===== src/rtl/down_counter_pkg.sv =====
// Shared definitions for the down-counter block: FSM state encoding and default width.
package down_counter_pkg;

  localparam int unsigned WIDTH_DEF = 3;

  typedef enum logic [1:0] {
    IDLE = 2'd0,
    RUN  = 2'd1,
    DONE = 2'd2
  } state_t;

endpackage


===== src/rtl/down_counter_3bit.sv =====
// Loadable down-counter with IDLE/RUN/DONE control, one-shot or periodic reload,
// and a registered one-cycle borrow pulse on each terminal count.
module down_counter_3bit
  import down_counter_pkg::*;
#(
  parameter int unsigned WIDTH = WIDTH_DEF
) (
  input  logic             clk,
  input  logic             reset,
  input  logic             en,
  input  logic             load,
  input  logic [WIDTH-1:0] load_val,
  input  logic             start,
  input  logic             auto_reload,
  output logic [WIDTH-1:0] count,
  output logic             borrow,
  output logic             done,
  output logic             busy
);

  state_t           state;
  state_t           state_n;
  logic [WIDTH-1:0] reload_q;
  logic             at_zero;
  logic             tc;

  always_ff @(posedge clk or negedge reset) begin
    if (!reset) begin
      state <= IDLE;
    end else begin
      state <= state_n;
    end
  end

  // Load outranks both decrement and terminal-count handling, so tc is masked by it.
  always_comb begin
    at_zero = (count == '0);
    tc      = (state == RUN) && en && at_zero && !load;
    state_n = state;
    if (load) begin
      if (start) begin
        state_n = RUN;
      end else if (state == DONE) begin
        state_n = IDLE;
      end
    end else begin
      unique case (state)
        IDLE: if (start) state_n = RUN;
        RUN:  if (en && at_zero && !auto_reload) state_n = DONE;
        DONE: if (start) state_n = RUN;
        default: state_n = IDLE;
      endcase
    end
  end

  always_comb begin
    busy = (state == RUN);
    done = (state == DONE);
  end

  always_ff @(posedge clk or negedge reset) begin
    if (!reset) begin
      count    <= '1;
      reload_q <= '1;
      borrow   <= 1'b0;
    end else begin
      borrow <= tc;
      if (load) begin
        count    <= load_val;
        reload_q <= load_val;
      end else begin
        unique case (state)
          RUN: begin
            if (en) begin
              if (!at_zero) begin
                count <= count - WIDTH'(1);
              end else if (auto_reload) begin
                count <= reload_q;
              end
            end
          end
          DONE: if (start) count <= reload_q;
          default: ;
        endcase
      end
    end
  end

endmodule


===== config.mk =====
export PLATFORM = sky130hd
export DESIGN_NAME = down_counter_3bit
export DESIGN_NICKNAME = d
export VERILOG_FILES = /design/src/rtl/down_counter_pkg.sv /design/src/rtl/down_counter_3bit.sv
export SDC_FILE = /design/constraint.sdc
export NUM_CORES = 1
export LEC_CHECK = 0
export ABC_AREA = 0
export ABC_CLOCK_PERIOD_IN_PS = 1850
export CORE_MARGIN = 3
export CORE_UTILIZATION = 41
export CTS_CLUSTER_DIAMETER = 80
export DETAILED_ROUTE_END_ITERATION = 6
export HOLD_SLACK_MARGIN = 0.06
export PLACE_DENSITY = 0.72
export SYNTH_ARGS = -nofsm -noshare
export SYNTH_HDL_FRONTEND = slang
export SYNTH_SLANG_ARGS = --single-unit

===== constraint.sdc =====
create_clock -name clk -period 1.85 [get_ports clk]
set_input_delay 0.37 -clock clk [delete_from_list [all_inputs] [get_ports clk]]
set_output_delay 0.37 -clock clk [all_outputs]
set_load 0.005 [all_outputs]

# Word-level counts from Yosys, hierarchy flattened

Cells that the tools add are included.

Add/subtract/negate cells: 1
Reduce and logical (&&, ||, !) cells: 13
Equality and inequality tests: 8
Mux-type cells: 12

Operators with widths:

| operator                                         | count |
|---|---|
| two-way mux 3 bit                                | 5 |
| two-way mux 2 bit                                | 5 |
| != test 3 x 1 -> 1 bit, second input constant    | 2 |
| != test 3 bit, second input constant             | 2 |
| one-hot mux 3 bit (2 select lines)               | 1 |
| logical AND 1 bit                                | 5 |
| != test 4 bit, second input constant             | 1 |
| one-hot mux 2 bit (2 select lines)               | 1 |
| AND reduction 4 bit                              | 1 |
| zero test 3 bit                                  | 1 |
| != test 3 x 2 -> 1 bit, second input constant    | 1 |
| AND reduction 3 bit                              | 1 |
| nonzero test 3 bit                               | 1 |
| subtractor 3 x 1 -> 3 bit, second input constant | 1 |
| == test 2 x 1 -> 1 bit, second input constant    | 1 |
| == test 2 bit, second input constant             | 1 |
| zero test 1 bit                                  | 2 |
| zero test 2 bit                                  | 1 |
| OR reduction 2 bit                               | 1 |

Input port bits: 9
Output and inout port bits: 6
Bits in registers: 9
Logic and storage cells: 38

# Depth between registers and ports, before layout

Gate-level depths: netlist of run 1.

Depth after elaboration: 6
Mapped depth: 6
Gate-level depth less buffers: 6

# Worst setup path after synthesis of run 1

OpenSTA, ideal clock, no wires.

Path kind: flip-flop to flip-flop
From: register count[0]
To: register count[0]
Data required time: 1.757 ns
Path buffers: 0
Path slack: 0.047 ns
Stages on the path, launching flop included: 7
Arrival time: 1.710 ns
Library setup time: 0.093 ns
Clock period less this slack: 1.803 ns
Cell sequence: dfstp_2 > inv_1 > ha_1 > or3b_4 > a311oi_4 > a2111oi_0 > nor3_2

Cells in the longest elaborated chain, start to end: 5
Elaborated cells on any way between the ends: 8
Those cells by class: add/sub: 1; eq/ne: 1; mux: 4; reduce/logical: 2

RTL lines:

| element                                                      | RTL line                                         | RTL |
|---|---|---|
| from (decl)                                                  | down_counter_3bit.sv:15                          | `output logic [WIDTH-1:0] count,` |
| from (signal assigned)                                       | down_counter_3bit.sv:69                          | `count <= load_val;` |
| from (signal assigned)                                       | down_counter_3bit.sv:76                          | `count <= count - WIDTH'(1);` |
| from (signal assigned)                                       | down_counter_3bit.sv:78                          | `count <= reload_q;` |
| subtractor 3 x 1 -> 3 bit or zero test 3 bit (tied branches) | down_counter_3bit.sv:76, down_counter_3bit.sv:37 |  |
| two-way mux 3 bit                                            | down_counter_3bit.sv:75                          | `if (!at_zero) begin` |
| two-way mux 3 bit                                            | down_counter_3bit.sv:74                          | `if (en) begin` |
| one-hot mux 3 bit (2 select lines)                           | down_counter_3bit.sv:72                          | `unique case (state)` |
| two-way mux 3 bit                                            | down_counter_3bit.sv:68                          | `if (load) begin` |

Parallel ways exist; a longest one is shown, timed or not. The select of a mux whose other input is x is not followed.
A chain may end at the register's enable or synchronous reset.

# Final worst setup path of run 1

From: register state[1]
To: output port busy

Cells in the longest elaborated chain, start to end: 1

RTL lines:

| element                | RTL line                | RTL |
|---|---|---|
| from (decl)            | down_counter_3bit.sv:21 | `state_t state;` |
| from (signal assigned) | down_counter_3bit.sv:31 | `state <= state_n;` |
| == test 2 x 1 -> 1 bit | down_counter_3bit.sv:57 | `busy = (state == RUN);` |
| to (decl)              | down_counter_3bit.sv:18 | `output logic busy` |

No other way between the ends.

==> results of run 1 <==
==> power by group through the flow <==
stage | Combinational (mW) | Sequential (mW) | Clock [mW]
2_1_floorplan | 0.123 | 0.269 | 0
3_3_place_gp | 0.243 | 0.270 | 0
3_5_place_dp | 0.245 | 0.271 | 0
4_1_cts | 0.257 | 0.269 | 0.164
5_1_grt | 0.302 | 0.274 | 0.177
6_report | 0.280 | 0.270 | 0.157
==> layout make-up <==
class / count / area (um2) / share of cell area, %
multi-input cells: 40 / 344 / 40.2
flip-flops and latches: 9 / 235 / 27.5
repair buffers: 23 / 210 / 24.6
clock buffers: 4 / 26.3 / 3.07
inverters: 6 / 22.5 / 2.63
well taps: 14 / 17.5 / 2.05
==> metal layers <==
layer | GRT usage, % | share of wire, %
met1 | 20.1 | 46
met5 | 0 | 0
met4 | 7.23 | 1.4
met2 | 21.5 | 48
met3 | 3.73 | 4.0
==> critical path, stage by stage, from the launching register on <==
cell and delay (ns):
sky130_fd_sc_hd__dfrtp_2 0.44, sky130_fd_sc_hd__and2b_2 0.23, sky130_fd_sc_hd__clkdlybuf4s50_1 0.49
==> synth_stat cells, drive strengths merged <==
cell type / count
a211o: 1
a31oi: 2
nor3: 3
o21ai: 1
buf: 1
a2111oi: 2
o41ai: 1
and2b: 1
ha: 2
nand2: 1
dfstp: 6
a311oi: 1
nor2: 4
inv: 6
and3b: 1
or3b: 1
nor3b: 1
mux2: 3
a22o: 1
dfrtp: 3
and2: 1
nor2b: 3
or2b: 1
nor4: 1
nand3b: 2
a21oi: 3
nand2b: 2
xnor2: 1
==> state kept, by name, summed over array words and instances (netlist names) <==
register,count
count,3
reload_q,3
state,2
borrow,1
==> metrics by stage <==
step,setup slack (ns),hold slack [ns]
after floorplan,0.0466,0.0744
final,0.0479,0.398
after CTS,0.00213,0.416
after global routing,-0.0113,0.414
after detailed placement,-0.145,0.559
after global placement,-0.111,0.554
==> worst paths after layout <==
kind / startpoint / to / slack (ns) / depth (start not counted)
max: state[1]$_DFFE_PN0P_ / busy / 0.05 / 2
min: reset / borrow$_DFF_PN0_ / 0.40 / 1
max reg2reg: count[1]$_DFFE_PN1P_ / count[2]$_DFFE_PN1P_ / 0.07 / 6
min reg2reg: state[0]$_DFFE_PN0P_ / state[0]$_DFFE_PN0P_ / 0.60 / 2
max in group asynchronous: reset / count[2]$_DFFE_PN1P_ / 1.13 / 1
min in group clk: state[0]$_DFFE_PN0P_ / state[0]$_DFFE_PN0P_ / 0.60 / 2
==> kinds of logic after synthesis <==
group	after synthesis
AND/OR/NAND/NOR	22
multiplexers	3
flip-flops	9
AO/OA/AOI/OAI	12
buffers and inverters	7
XOR/XNOR	1
adder cells (fa/ha/maj)	2
==> repair_timing <==
action | 4_1_cts | 5_1_grt
setup endpoints to repair | 4 | 5
buffers inserted | 1 | 2
pin swaps | 1 | 4
resized for setup | 6 | 4
==> results by group, run 1 <==
Cells and area
  – Final cell utilization of the core: 70.4%
  – Most frequent standard cell in the layout excluding fill and tap cells: sky130_fd_sc_hd__clkdlybuf4s50_1
  – Post-route cell area: 856 um2
  – Signed area change from the synthesized netlist to the final layout: 47.1%
  – Final std cells w/o fill: 96
  – Number of fillers in the final layout: 97
  – Number of nets in the layout: 94
  – Antenna diodes: 0
  – Most used cells in the layout excluding fill and tap cells: sky130_fd_sc_hd__clkdlybuf4s50_1, sky130_fd_sc_hd__buf_4, sky130_fd_sc_hd__dfstp_2
  – Layout cells sized above 1: 40.2%

Timing
  – Setup TNS Final: 0 ns
  – Final critical-path share of the clock period: 97.4%
  – Setup repair after global routing missed its margin: true
  – Final clock skew: 0.000959 ns
  – Time the worst path needs with I/O delays and setup: 1.80 ns
  – Worst slew slack as a fraction of its limit: 66.9%
  – Setup-failing EPs final: 0
  – Transition time of the tightest slew-check pin: 0.484 ns
  – Hold violation count in the final report: 0
  – Fmax: 0.555 GHz
  – Final Slew Violations: 0

CTS
  – Cts bufs inserted: 3
  – Max H-tree Level: 1
  – CTS clock-pin slew for the worst setup and hold paths: 0.06 ns
  – Clk buf depth: 2
  – Number of hold-repair buffers added at the cts stage: 0
  – CTS tree: yes
  – CTS Root Cell: sky130_fd_sc_hd__clkbuf_4
  – Number of clock sinks seen by CTS: 9
  – Clock latency on the worst-skew pair: 0.26 ns

Drt
  – Count of vias placed by the detailed router: 534
  – Total detailed-routing wirelength: 1.38 mm
  – Pre-Repair DR Iteration Count: 4
  – Initial detailed-routing violation count: 9
  – DR DRC count: 0
  – Antenna violation net count after detailed routing: 0
  – Routed vias/inst: 5.56
  – Final routed wire length divided by cell count: 14.4 um

Synth
  – Post-synthesis mux area share: 5.81%
  – Number of distinct library cells after synthesis: 29
  – Synth top area cells: sky130_fd_sc_hd__dfstp_2, sky130_fd_sc_hd__dfrtp_1, sky130_fd_sc_hd__mux2_2
  – Share of synthesized area occupied by flip-flops and latches: 40.0%
  – Fraction of synthesized cell area taken by the top area cell type: 27.1%
  – Compound-gate portion of the synthesized area: 17.6%
  – Cell count after synthesis: 56
  – Avg Inst Size Synth: 10.4 um2
  – Cell type with the largest total area after synthesis: sky130_fd_sc_hd__dfstp_2
  – Area of the mapped netlist: 582 um2
  – Warnings, synthesis: 0
  – Post-synthesis adder-cell area fraction: 4.30%
  – Dominant combinational cell family by area after synthesis: simple AND/OR/NAND/NOR gates
  – Xor/xnor share of the synthesized area: 1.51%
  – Post-Synthesis Net Count: 67
  – Share of synthesized cell area in and, or, nand and nor gates: 26.0%
  – Synthesis-stage register bit count: 9

Global route
  – Via count of the first global-routing pass: 470
  – Global-route wire length before repair: 2.06 mm
  – Number of antenna violations at the first check in global routing: 0
  – Overall Global Routing Usage: 14.8%
  – GRT Residual Overflow: 0
  – Pin count of the biggest net entering global routing: 12

Flow run
  – Number of violations of the max-capacitance limit: 0

Power
  – Internal power contribution: 0.493 mW
  – Max VDD drop: 0.479 mV
  – NetSw: 0.215 mW
  – Reg power frac: 38.2%
  – Power density over the cells: 827 nW/um2
  – PnR Total Power: 0.708 mW
  – Combinational share of power: 39.6%
  – Fraction of power spent switching nets: 30.4%
  – Fraction of power consumed by the clock network: 22.2%
  – Total leakage power: 0.378 nW

Setup path
  – Critical path capture point type: output port
  – Critical path required time: 1.48 ns
  – Crit start category: flip-flop
  – Critical Path AT: 1.43 ns
  – CP Max Fanout: 4
  – Critical Setup Path Class: reg2out

Outcome
  – Status: finished, final reports clean

Floorplan
  – Vertical die dimension: 43.7 um
  – Core footprint: 1220 um2
  – Die Footprint: 1910 um2
  – FP Rows: 12
  – Top-level I/O count: 15
  – Starting density of the core: 47.8%
  – Floorplan die width: 43.7 um

Placement
  – Placed instance area: 779 um2
  – Placer Congestion: 0.759
  – Count of buffers from port buffering: 14
  – HPWL after detailed placement: 932 um
  – DP Cell Count: 89

Hold path
  – Class of the worst hold path: in2async
(Power assumes the default switching activity.)
==> run 2: changes to the inputs <==
Settings changed: ABC_CLOCK_PERIOD_IN_PS 1850 to 1700, CORE_AREA set to 3 3 40 42, CORE_MARGIN 3 to not set, CORE_UTILIZATION 41 to not set, DIE_AREA set to 0 0 43 45, PLACE_DENSITY 0.72 to 0.73, SETUP_SLACK_MARGIN set to 0.2.
Clock period 1.85 ns to 1.7 ns, I/O delays scaled along.
==> results by group, run 2 (same netlist as run 1, synthesis figures left out) <==
Outcome
  – Status: finished, violations left
  – Failing checks: setup timing

Setup path
  – Family with the most delay on the worst path: simple AND/OR/NAND/NOR gates
  – Delay of the slowest critical-path stage: 0.57 ns
  – Critical Path AT: 1.88 ns
  – Number of buffers and inverters on the critical path: 2
  – CP Max Fanout: 6
  – Critical path cell sequence: inv_4 -> ha_4 -> or3b_4 -> a311oi_4 -> buf_6 -> nor2b_4 -> nor4_2
  – Critical path capture point type: flip-flop
  – Crit start category: flip-flop
  – Critical Setup Path Class: reg2reg
  – Critical path required time: 1.88 ns
  – Cell type of the slowest stage on the worst timing path: sky130_fd_sc_hd__dfstp_2

Cells and area
  – Most used cells in the layout excluding fill and tap cells: sky130_fd_sc_hd__buf_4, sky130_fd_sc_hd__clkdlybuf4s50_1, sky130_fd_sc_hd__dfstp_2
  – Multi-input gate area: 380 um2
  – Final std cells w/o fill: 99
  – Total area of sequential cells: 233 um2
  – Post-route cell area: 901 um2
  – Most frequent standard cell in the layout excluding fill and tap cells: sky130_fd_sc_hd__buf_4
  – Signed area change from the synthesized netlist to the final layout: 54.8%
  – Number of nets in the layout: 96
  – Antenna diodes: 0
  – Largest registers: count (3), reload_q (3), state (2)
  – Final cell utilization of the core: 70.1%
  – Layout cells sized above 1: 45.2%
  – Number of fillers in the final layout: 100

Timing
  – Setup repair after global routing missed its margin: true
  – Final critical-path share of the clock period: 100%
  – Hold violation count in the final report: 0
  – Time the worst path needs with I/O delays and setup: 1.70 ns
  – Final clock skew: 0.00192 ns
  – Fmax: 0.588 GHz
  – Setup-failing EPs final: 1
  – Worst slew slack as a fraction of its limit: 64.4%
  – Final Slew Violations: 0
  – Transition time of the tightest slew-check pin: 0.520 ns
  – Setup ws final: -0.000854 ns
  – Setup TNS Final: -0.000854 ns

Global route
  – GRT Residual Overflow: 0
  – Global-route wire length before repair: 2.37 mm
  – Number of antenna violations at the first check in global routing: 0
  – Pin count of the biggest net entering global routing: 10
  – Via count of the first global-routing pass: 526
  – Overall Global Routing Usage: 16.7%

Drt
  – Final routed wire length divided by cell count: 15.0 um
  – Count of vias placed by the detailed router: 538
  – Total detailed-routing wirelength: 1.48 mm
  – Initial detailed-routing violation count: 13
  – Routed vias/inst: 5.43
  – DR DRC count: 0
  – Pre-Repair DR Iteration Count: 5
  – Antenna violation net count after detailed routing: 0

Flow run
  – Number of violations of the max-capacitance limit: 0

Floorplan
  – Die Footprint: 1940 um2
  – Core footprint: 1280 um2
  – FP Rows: 13
  – Top-level I/O count: 15
  – Starting density of the core: 45.3%
  – Vertical die dimension: 45 um
  – Floorplan die width: 43 um

Placement
  – Place WS: -0.199 ns
  – Placer Congestion: 0.720
  – HPWL after detailed placement: 973 um
  – DP Cell Count: 89
  – Placed instance area: 795 um2
  – Count of buffers from port buffering: 14

Hold path
  – Class of the worst hold path: in2async

CTS
  – Number of hold-repair buffers added at the cts stage: 0
  – CTS clock-pin slew for the worst setup and hold paths: 0.07 ns
  – CTS tree: yes
  – CTS Root Cell: sky130_fd_sc_hd__clkbuf_4
  – Cts bufs inserted: 3
  – Number of clock sinks seen by CTS: 9
  – Clock latency on the worst-skew pair: 0.26 ns
  – Max H-tree Level: 1
  – Clk buf depth: 2

Power
  – Max VDD drop: 0.506 mV
  – Power density over the cells: 879 nW/um2
  – Total leakage power: 0.385 nW
## run 2: metrics by stage
| stage | total power [mW] | hold slack, ns |
|---|---|---|
| 3_3_place_gp | 0.560 | 0.560 |
| 5_1_grt | 0.837 | 0.401 |
| 4_1_cts | 0.775 | 0.390 |
| 2_1_floorplan | 0.449 | 0.0444 |
| 3_5_place_dp | 0.568 | 0.564 |
| 6_report | 0.792 | 0.382 |
## run 2: worst register-to-register path: stages (launching register included)
cell,delay [ns]
sky130_fd_sc_hd__dfstp_2,0.57
sky130_fd_sc_hd__inv_4,0.05
sky130_fd_sc_hd__ha_4,0.15
sky130_fd_sc_hd__or3b_4,0.24
sky130_fd_sc_hd__a311oi_4,0.08
sky130_fd_sc_hd__buf_6,0.15
sky130_fd_sc_hd__nor2b_4,0.12
sky130_fd_sc_hd__nor4_2,0.25
## run 2: worst paths after layout
kind | from | endpoint | slack, ns | cells past startpoint
min reg2reg | count[1]$_DFFE_PN1P_ | count[1]$_DFFE_PN1P_ | 0.58 | 1
min in group clk | count[1]$_DFFE_PN1P_ | count[1]$_DFFE_PN1P_ | 0.58 | 1
max reg2reg | count[0]$_DFFE_PN1P_ | count[2]$_DFFE_PN1P_ | -0.0009 | 7
min | reset | state[1]$_DFFE_PN0P_ | 0.38 | 1
max | count[0]$_DFFE_PN1P_ | count[2]$_DFFE_PN1P_ | -0.0009 | 7
max in group asynchronous | reset | count[2]$_DFFE_PN1P_ | 0.98 | 1
## run 2: repair_timing
item | 4_1_cts | 5_1_grt
pin swaps | 1 | 2
endpoints found under the hold margin | 0 | 0
setup buffers | 5 | 1
setup endpoints to repair | 9 | 5
gates resized for setup | 14 | 4
## run 2: layer usage
metal	vias to the layer above	part of all wire (%)	global-route usage (%)	wire, um
li1	260	-	-	-
met1	259	46	20.6	682
met2	17	48	28.4	712
met3	2	4.4	2.39	66
met4	0	1.5	9.04	22
met5	-	0	0	0
## run 2: area by class of cell
class                   instances  share of cell area, %
flip-flops and latches          9                   25.8
inverters                       6                   2.78
repair buffers                 25                   24.2
well taps                      15                   2.08
clock buffers                   4                   2.92
multi-input cells              40                   42.2
## run 2: report_power, final
part	switching [mW]	internal [mW]	total, mW
combinational	0.147	0.183	0.330
sequential	0.0251	0.263	0.288
clock	0.0831	0.0908	0.174
==> run 3: changes to the inputs <==
Settings changed: DONT_BUFFER_PORTS set to 1, PLACE_DENSITY 0.73 to not set, SETUP_SLACK_MARGIN 0.2 to not set.
==> results by group, run 3 (same netlist as run 1, synthesis figures left out) <==
Floorplan
  – Die Footprint: 1940 um2
  – Core footprint: 1280 um2
  – Floorplan die width: 43 um
  – Top-level I/O count: 15
  – Starting density of the core: 45.3%
  – Vertical die dimension: 45 um
  – FP Rows: 13

Drt
  – Final routed wire length divided by cell count: 16.2 um
  – Total detailed-routing wirelength: 1.38 mm
  – DR DRC count: 0
  – Pre-Repair DR Iteration Count: 2
  – Antenna violation net count after detailed routing: 0
  – Count of vias placed by the detailed router: 475
  – Initial detailed-routing violation count: 3
  – Routed vias/inst: 5.59

Global route
  – Global-route wire length before repair: 2.28 mm
  – Pin count of the biggest net entering global routing: 16
  – Number of antenna violations at the first check in global routing: 0
  – Overall Global Routing Usage: 17.3%
  – GRT Residual Overflow: 0
  – Via count of the first global-routing pass: 480

Power
  – Total leakage power: 0.313 nW
  – Power density over the cells: 992 nW/um2
  – Fraction of power consumed by the clock network: 22.6%
  – Internal power contribution: 0.517 mW
  – NetSw: 0.241 mW
  – Fraction of power spent switching nets: 31.8%
  – Reg power frac: 39.7%
  – Combinational share of power: 37.7%
  – Max VDD drop: 0.480 mV

Placement
  – Count of buffers from port buffering: 0
  – Place WS: -0.0865 ns
  – HPWL after detailed placement: 852 um
  – Placer Congestion: 0.735

Cells and area
  – Most frequent standard cell in the layout excluding fill and tap cells: sky130_fd_sc_hd__buf_4
  – Most used cells in the layout excluding fill and tap cells: sky130_fd_sc_hd__buf_4, sky130_fd_sc_hd__dfstp_2, sky130_fd_sc_hd__inv_1, sky130_fd_sc_hd__nor2_1
  – Largest registers: count (3), reload_q (3), state (2)
  – Multi-input gate area: 374 um2
  – Final cell utilization of the core: 59.4%
  – Signed area change from the synthesized netlist to the final layout: 31.2%
  – Layout cells sized above 1: 52.9%
  – Antenna diodes: 0
  – Number of nets in the layout: 82
  – Total area of sequential cells: 233 um2
  – Number of fillers in the final layout: 115

CTS
  – CTS Root Cell: sky130_fd_sc_hd__clkbuf_4
  – Clk buf depth: 2
  – CTS clock-pin slew for the worst setup and hold paths: 0.06 ns
  – Max H-tree Level: 1
  – CTS tree: yes
  – Number of clock sinks seen by CTS: 9
  – Cts bufs inserted: 3
  – Clock latency on the worst-skew pair: 0.27 ns

Setup path
  – Critical path cell sequence: inv_2 -> ha_4 -> or3b_4 -> a311oi_4 -> buf_6 -> a21oi_2 -> a22o_1
  – CP Max Fanout: 5
  – Reg2Reg Launch Point: count[1]$_DFFE_PN1P_
  – Crit start category: flip-flop
  – Worst-case reg-to-reg path depth: 7
  – Cell type of the slowest stage on the worst timing path: sky130_fd_sc_hd__or3b_4
  – Delay of the slowest critical-path stage: 0.38 ns
  – Critical Setup Path Class: reg2reg
  – Critical path capture point type: flip-flop
  – Critical path required time: 1.90 ns
  – Setup slack of the worst register-to-register path: 0.001 ns
  – Worst reg2reg endpoint: count[1]$_DFFE_PN1P_
  – Critical Path AT: 1.89 ns

Timing
  – Setup-failing EPs final: 0
  – Hold violation count in the final report: 0
  – Final critical-path share of the clock period: 99.9%
  – Worst slew slack as a fraction of its limit: 71.1%
  – Time the worst path needs with I/O delays and setup: 1.70 ns
  – Final Slew Violations: 0
  – Final clock skew: 0.00643 ns
  – Transition time of the tightest slew-check pin: 0.431 ns
  – Fmax: 0.589 GHz
  – Setup repair after global routing missed its margin: true
  – Setup ws final: 0.00146 ns

Hold path
  – Startpoint of the lowest-slack hold path: en
  – Class of the worst hold path: in2reg
  – Worst Hold Endpoint: borrow$_DFF_PN0_
  – Cells on Worst Hold Path: 2

Flow run
  – Number of violations of the max-capacitance limit: 0

Outcome
  – Status: finished, final reports clean
## run 3: cell count changes in the layout (fill, tap and decap cells not counted), moves of 2 or more
cell                              delta
sky130_fd_sc_hd__dlygate4sd2_1       -3
sky130_fd_sc_hd__clkdlybuf4s50_1     -9
sky130_fd_sc_hd__nor2b_4             -2
sky130_fd_sc_hd__nor2b_2             +2
## run 3: how the worst max path moves through the flow
stage / end / start / depth (start not counted)
floorplan: count[0]$_DFFE_PN1P_ / count[0]$_DFFE_PN1P_ / 6
global placement: count[2]$_DFFE_PN1P_ / count[0]$_DFFE_PN1P_ / 6
detailed placement: count[0]$_DFFE_PN1P_ / count[0]$_DFFE_PN1P_ / 6
CTS: count[1]$_DFFE_PN1P_ / count[1]$_DFFE_PN1P_ / 7
global route: count[0]$_DFFE_PN1P_ / count[1]$_DFFE_PN1P_ / 7
finish: count[1]$_DFFE_PN1P_ / count[1]$_DFFE_PN1P_ / 7
## run 3: through the flow
stage / hold WS (ns) / cells / total power, mW / cell area [um2] / setup TNS (ns)
after CTS: 0.212 / 84 / 0.731 / 741 / -0.127
after detailed placement: 0.0447 / 75 / 0.490 / 634 / -0.175
final: 0.215 / 85 / 0.758 / 763 / 0
after global placement: 0.0446 / 75 / 0.489 / 634 / -0.108
after global routing: 0.208 / 85 / 0.813 / 763 / -0.146
after floorplan: 0.0444 / 56 / 0.428 / 583 / -0.0526
## run 3: area by class of cell
| cell class | instances | area share, % |
|---|---|---|
| timing repair buffer | 11 | 11.6 |
| clock buffer | 4 | 3.44 |
| inverter | 6 | 2.95 |
| multi-input combinational | 40 | 49.0 |
| sequential | 9 | 30.5 |
| tap | 15 | 2.46 |
## run 3: critical path: cells and delay by family, from the launching register on
| kind | cells | cell delay (ns) |
|---|---|---|
| AND/OR/NAND/NOR | 1 | 0.38 |
| buffers and inverters | 2 | 0.25 |
| flip-flops | 1 | 0.37 |
| adder cells (fa/ha/maj) | 1 | 0.13 |
| AO/OA/AOI/OAI | 3 | 0.49 |
## run 3: repair_timing
action,CTS,global route
setup endpoints to repair,3,3
resized for setup,9,5
hold endpoints to repair,9,0
hold buffers,1,0
pin swaps,4,5
setup buffers,4,1
## run 3: power groups by stage
stage	sequential, mW	combinational, mW	clock, mW
finish	0.301	0.286	0.171
floorplan	0.293	0.135	0
CTS	0.297	0.256	0.178
global route	0.306	0.315	0.193
global placement	0.295	0.194	0
detailed placement	0.296	0.194	0
## run 3: routing by layer
layer  GRT usage [%]  up-vias  wire length [um]
met1            18.7      229               494
met2            27.5       12               732
met5               0        -                 0
li1                -      229                 -
met4            9.04        0                31
met3            9.16        5               117
